$ cat config.mk
export PLATFORM = sky130hd
export DESIGN_NAME = alu_pipe
export DESIGN_NICKNAME = d
export VERILOG_FILES = /design/src/rtl/alu_pipe.sv
export SDC_FILE = /design/constraint.sdc
export NUM_CORES = 1
export LEC_CHECK = 0
export CAP_MARGIN = 20
export CORE_ASPECT_RATIO = 0.5
export CORE_MARGIN = 8
export CORE_UTILIZATION = 30
export CTS_CLUSTER_DIAMETER = 60
export DETAILED_ROUTE_END_ITERATION = 10
export HOLD_SLACK_MARGIN = 0.15
export SLEW_MARGIN = 20
export SYNTH_ARGS = -nofsm -noshare
export SYNTH_HDL_FRONTEND = slang
export SYNTH_SLANG_ARGS = --single-unit
$ cat constraint.sdc
create_clock -name clk -period 7.5 [get_ports clk]
set_input_delay 1.875 -clock clk [delete_from_list [all_inputs] [get_ports clk]]
set_output_delay 1.875 -clock clk [all_outputs]
set_load 0.005 [all_outputs]
$ cat src/rtl/alu_pipe.sv
// Two-stage pipelined ALU: stage 1 captures operands, stage 2 holds the result and status flags.
// Valid/ready handshakes on both sides; cflag carries arithmetic carry between consecutive ops.
module alu_pipe #(
    parameter int unsigned WIDTH = 16
) (
    input  logic             clk,
    input  logic             rst,
    input  logic             flush,
    input  logic             in_valid,
    output logic             in_ready,
    input  logic [WIDTH-1:0] in_a,
    input  logic [WIDTH-1:0] in_b,
    input  logic [3:0]       select,
    input  logic             mode,
    input  logic             carry_in,
    input  logic             use_cflag,
    output logic             out_valid,
    input  logic             out_ready,
    output logic [WIDTH-1:0] alu_out,
    output logic             carry_out,
    output logic             overflow,
    output logic             zero,
    output logic             negative,
    output logic             compare
);

    logic             s1_valid_q;
    logic [WIDTH-1:0] s1_a_q, s1_b_q;
    logic [3:0]       s1_sel_q;
    logic             s1_mode_q, s1_cin_q, s1_use_cflag_q;

    logic             s2_valid_q;
    logic [WIDTH-1:0] f_q;
    logic             carry_q, overflow_q, zero_q, negative_q, compare_q;
    logic             cflag_q;

    logic adv2, accept, xfer;

    assign adv2     = !s2_valid_q || out_ready;
    assign in_ready = (!s1_valid_q || adv2) && !flush;
    assign accept   = in_valid && in_ready;
    assign xfer     = s1_valid_q && adv2 && !flush;

    logic [WIDTH-1:0] x, y, f_logic, f_next;
    logic [WIDTH:0]   sum;
    logic             c, co_next, ov_next;

    always_comb begin
        f_logic = '0;
        x       = '0;
        y       = '0;
        unique case (s1_sel_q)
            4'h0: f_logic = ~s1_a_q;
            4'h1: f_logic = ~(s1_a_q | s1_b_q);
            4'h2: f_logic = ~s1_a_q & s1_b_q;
            4'h3: f_logic = '0;
            4'h4: f_logic = ~(s1_a_q & s1_b_q);
            4'h5: f_logic = ~s1_b_q;
            4'h6: f_logic = s1_a_q ^ s1_b_q;
            4'h7: f_logic = s1_a_q & ~s1_b_q;
            4'h8: f_logic = ~s1_a_q | s1_b_q;
            4'h9: f_logic = ~(s1_a_q ^ s1_b_q);
            4'hA: f_logic = s1_b_q;
            4'hB: f_logic = s1_a_q & s1_b_q;
            4'hC: f_logic = '1;
            4'hD: f_logic = s1_a_q | ~s1_b_q;
            4'hE: f_logic = s1_a_q | s1_b_q;
            4'hF: f_logic = s1_a_q;
        endcase
        unique case (s1_sel_q)
            4'h0: begin x = s1_a_q;             y = '0;                end
            4'h1: begin x = s1_a_q | s1_b_q;    y = '0;                end
            4'h2: begin x = s1_a_q | ~s1_b_q;   y = '0;                end
            4'h3: begin x = '0;                 y = '1;                end
            4'h4: begin x = s1_a_q;             y = s1_a_q & ~s1_b_q;  end
            4'h5: begin x = s1_a_q | s1_b_q;    y = s1_a_q & ~s1_b_q;  end
            4'h6: begin x = s1_a_q;             y = ~s1_b_q;           end
            4'h7: begin x = s1_a_q & ~s1_b_q;   y = '1;                end
            4'h8: begin x = s1_a_q;             y = s1_a_q & s1_b_q;   end
            4'h9: begin x = s1_a_q;             y = s1_b_q;            end
            4'hA: begin x = s1_a_q | ~s1_b_q;   y = s1_a_q & s1_b_q;   end
            4'hB: begin x = s1_a_q & s1_b_q;    y = '1;                end
            4'hC: begin x = s1_a_q;             y = s1_a_q;            end
            4'hD: begin x = s1_a_q | s1_b_q;    y = s1_a_q;            end
            4'hE: begin x = s1_a_q | ~s1_b_q;   y = s1_a_q;            end
            4'hF: begin x = s1_a_q;             y = '1;                end
        endcase
        // Carry source is resolved here so a chained op sees the preceding op's cflag update.
        c   = s1_use_cflag_q ? cflag_q : s1_cin_q;
        sum = {1'b0, x} + {1'b0, y} + {{WIDTH{1'b0}}, c};
        if (s1_mode_q) begin
            f_next  = f_logic;
            co_next = 1'b0;
            ov_next = 1'b0;
        end else begin
            f_next  = sum[WIDTH-1:0];
            co_next = sum[WIDTH];
            ov_next = (x[WIDTH-1] == y[WIDTH-1]) && (f_next[WIDTH-1] != x[WIDTH-1]);
        end
    end

    always_ff @(posedge clk or negedge rst) begin
        if (!rst) begin
            s1_valid_q     <= 1'b0;
            s1_a_q         <= '0;
            s1_b_q         <= '0;
            s1_sel_q       <= '0;
            s1_mode_q      <= 1'b0;
            s1_cin_q       <= 1'b0;
            s1_use_cflag_q <= 1'b0;
        end else begin
            if (flush) begin
                s1_valid_q <= 1'b0;
            end else if (accept) begin
                s1_valid_q <= 1'b1;
            end else if (xfer) begin
                s1_valid_q <= 1'b0;
            end
            if (accept) begin
                s1_a_q         <= in_a;
                s1_b_q         <= in_b;
                s1_sel_q       <= select;
                s1_mode_q      <= mode;
                s1_cin_q       <= carry_in;
                s1_use_cflag_q <= use_cflag;
            end
        end
    end

    always_ff @(posedge clk or negedge rst) begin
        if (!rst) begin
            s2_valid_q <= 1'b0;
            f_q        <= '0;
            carry_q    <= 1'b0;
            overflow_q <= 1'b0;
            zero_q     <= 1'b0;
            negative_q <= 1'b0;
            compare_q  <= 1'b0;
            cflag_q    <= 1'b0;
        end else begin
            if (flush) begin
                s2_valid_q <= 1'b0;
            end else if (xfer) begin
                s2_valid_q <= 1'b1;
            end else if (out_ready) begin
                s2_valid_q <= 1'b0;
            end
            if (xfer) begin
                f_q        <= f_next;
                carry_q    <= co_next;
                overflow_q <= ov_next;
                zero_q     <= (f_next == '0);
                negative_q <= f_next[WIDTH-1];
                compare_q  <= (s1_a_q == s1_b_q);
                if (!s1_mode_q) begin
                    cflag_q <= co_next;
                end
            end
        end
    end

    assign out_valid = s2_valid_q;
    assign alu_out   = f_q;
    assign carry_out = carry_q;
    assign overflow  = overflow_q;
    assign zero      = zero_q;
    assign negative  = negative_q;
    assign compare   = compare_q;

endmodule

==> results.cfg <==
[run_status]
status = finished clean

[clock_tree]
cts_resized = 0
clkTransAtPathRegs_ns = 0.06
h-tree-depth = 3
cts_setup_buffers = 0
cts-buffers-inserted = 9
clock_latency_ns = 0.35
ctsHoldBuffers = 0
cts_max_path_buffers = 2
cts_sinks = 62
cts-root-buf = clkbuf_16
cts_tree = done

[min_path]
hold_path_end = alu_out[0]$_DFFE_PN0P_
whs_path_depth = 2
hold_path.class = reg -> reg
min_from = alu_out[0]$_DFFE_PN0P_

[yosys]
avgSynthCellArea_um2 = 8.31
synth_edf_count = 0
synth_compound_area_share_pct = 28.2
synth_top_family_by_area = compound AO/OA/AOI/OAI gates
yosysSeqAreaShare_pct = 20.7
yosysTopAreaCell = dfrtp_1
yosys_warnings = 0
synth_cell_types = 86
synthArstFlopShare_pct = 100
ys_seq_elements = 62
synthSimpleGateAreaFrac_pct = 20.0
synth_top_flop_cell = dfrtp_1
synth_nets = 1026
synth_fa_ha_area_share_pct = 13.7
mappedNetlistArea_um2 = 7480
synth_top_cell_area_share_pct = 20.7
synth_mux_area_share_pct = 8.56
synth-xor-area-share_pct = 0.819
syn-instance-count = 901
synthTopCellsByArea = dfrtp_1, ha_1, mux2_2, nand2_1, a21oi_1

[floorplan]
die_area_um2 = 30600
die_y_um = 128
io_pins = 67
std_cell_rows = 41
die_x_um = 239
coreArea_um2 = 24900
initial_core_util_pct = 30.1

[global_route]
grt_pass1_wl_um = 45000
grt_pass1_vias = 7061
grt_overflow_total = 0
grt_usage_pct = 19.1
antenna_found_initial = 0
grt_max_degree = 63

[timing]
period_minus_slack_ns = 5.28
tns_ns = 0
worstMarginPinSlew_ns = 1.01
finalMaxSlewViolations = 0
setup_viol = 0
rsz0062_at_grt = no
hold_viol_final = 0
fmax_ghz = 0.189
clock_skew_ns = 0.0101
min_period_over_period_pct = 70.4
slew_headroom_pct = 32.8

[setup_path]
rr_endpoint = zero$_DFFE_PN0P_
startpoint_type = register
critPathKind = reg -> reg
r2r_setup_slack_ns = 2.22
crit_chain = nor2b_1 -> nand2_1 -> o22ai_1 -> a211oi_1 -> fa_1 -> fa_1 -> nor2b_1 -> o31ai_2 -> a21o_1 -> a311oi_1 -> nor3_1 -> o32a_1 -> nand4_1 -> o21ai_1
cp_slowest_cell = dfrtp_2
r2r_cells = 14
end_kind = register
critPathMaxFanout = 31
crit-reg2reg-launch = s1_sel_q[0]$_DFFE_PN0P_
max_stage_delay_ns = 0.75
worstPathArrival_ns = 5.52
crit_required_ns = 7.74

[detailed_routing]
route.detailed.drc = 0
viasPerCell = 5.94
vias = 7572
wl_per_cell_um = 23.3
totalWireLength_um = 29700
antenna_left = 0
first_pass_iters = 5
dr.first_iter.drc_count = 1158

[cells_and_area]
final_nets = 1051
antenna_cells = 0
area_delta_synth_final_pct = 14.9
drive_gt1_share_pct = 11.6
final_common_cell = nand2_1
final_util_pct = 34.6
layout_common_cells = nand2_1, ha_1, clkdlybuf4s50_1
fill_cells = 2570

[power]
p_per_area_nw_per_um2 = 293
p_leak_nw = 3.52
power_mw = 2.52
vdd_drop_max_mv = 0.108

[place]
gp_congestion = 0.966
dpl.hpwl_um = 21100
portBuffers = 66

[job]
cap_viol_max_count = 0
-- sequential cells by signal (all words and copies together), names as in the netlist --
register / cells
s1_use_cflag_q: 1
s1_valid_q: 1
s1_sel_q: 4
out_valid: 1
zero: 1
s1_a_q: 16
carry_out: 1
s1_cin_q: 1
overflow: 1
cflag_q: 1
s1_mode_q: 1
alu_out: 16
s1_b_q: 16
compare: 1
-- through the flow --
step | instance area [µm²] | worst slack [ns] | std cells | hold slack [ns]
after floorplan | 7480 | 3.42 | 901 | 0.467
after global placement | 8280 | 2.46 | 1258 | 0.464
after detailed placement | 8280 | 2.37 | 1258 | 0.479
after CTS | 8590 | 2.37 | 1274 | 0.492
after global routing | 8600 | 2.01 | 1275 | 0.523
final | 8600 | 2.22 | 1275 | 0.492
-- routing by layer --
layer	part of all wire [%]	GRT usage, %	wire (µm)
met1	46	27.1	13800
met2	40	26.4	11900
met3	11	6.95	3390
met4	2.2	5.61	655
met5	0	0	0
-- synth_stat cells (15+ instances only) --
master / count
clkbuf_1: 27
o21ai_0: 27
mux2_2: 45
nor2b_1: 15
nand3b_1: 16
dfrtp_1: 62
inv_1: 46
buf_2: 16
nor2_1: 44
a22oi_1: 17
ha_1: 79
o22ai_1: 27
a22o_1: 24
nand3_1: 19
nand2_1: 106
a21oi_1: 56
-- layout make-up --
type	count	area, µm²	area share [%]
tap	344	430	5.00
multi-input combinational	725	5360	62.3
sequential	62	1560	18.1
timing repair buffer	82	776	9.02
inverter	46	173	2.01
clock buffer	10	239	2.78
clock inverter	6	70.1	0.815
-- critical path: cells and delay by family, from the launching register on --
family	cells	cell delay (ns)
AO/OA/AOI/OAI	7	1.56
flip-flops	1	0.75
AND/OR/NAND/NOR	5	1.87
adder cells (fa/ha/maj)	2	0.96
-- power by group --
part / switching, mW / internal [mW]
registers: 0.125 / 0.416
clock network: 0.180 / 0.268
logic: 0.889 / 0.642
-- worst max-delay path by stage --
| stage | start | cells after the start | to | slack (ns) |
|---|---|---|---|---|
| finish | s1_sel_q[0]$_DFFE_PN0P_ | 14 | zero$_DFFE_PN0P_ | 2.22 |
| global route | s1_sel_q[0]$_DFFE_PN0P_ | 14 | zero$_DFFE_PN0P_ | 2.01 |
| detailed placement | out_ready | 4 | in_ready | 2.37 |
| floorplan | out_ready | 2 | in_ready | 3.42 |
| CTS | out_ready | 4 | in_ready | 2.37 |
| global placement | out_ready | 4 | in_ready | 2.46 |
-- cell families (layout without fill, tap and decap cells) --
group | after synthesis | in the layout
buffers and inverters | 114 | 144
XOR/XNOR | 7 | 7
AND/OR/NAND/NOR | 288 | 288
AO/OA/AOI/OAI | 292 | 292
flip-flops | 62 | 62
multiplexers | 57 | 57
adder cells (fa/ha/maj) | 81 | 81
Power figures use the tool's default switching activity.
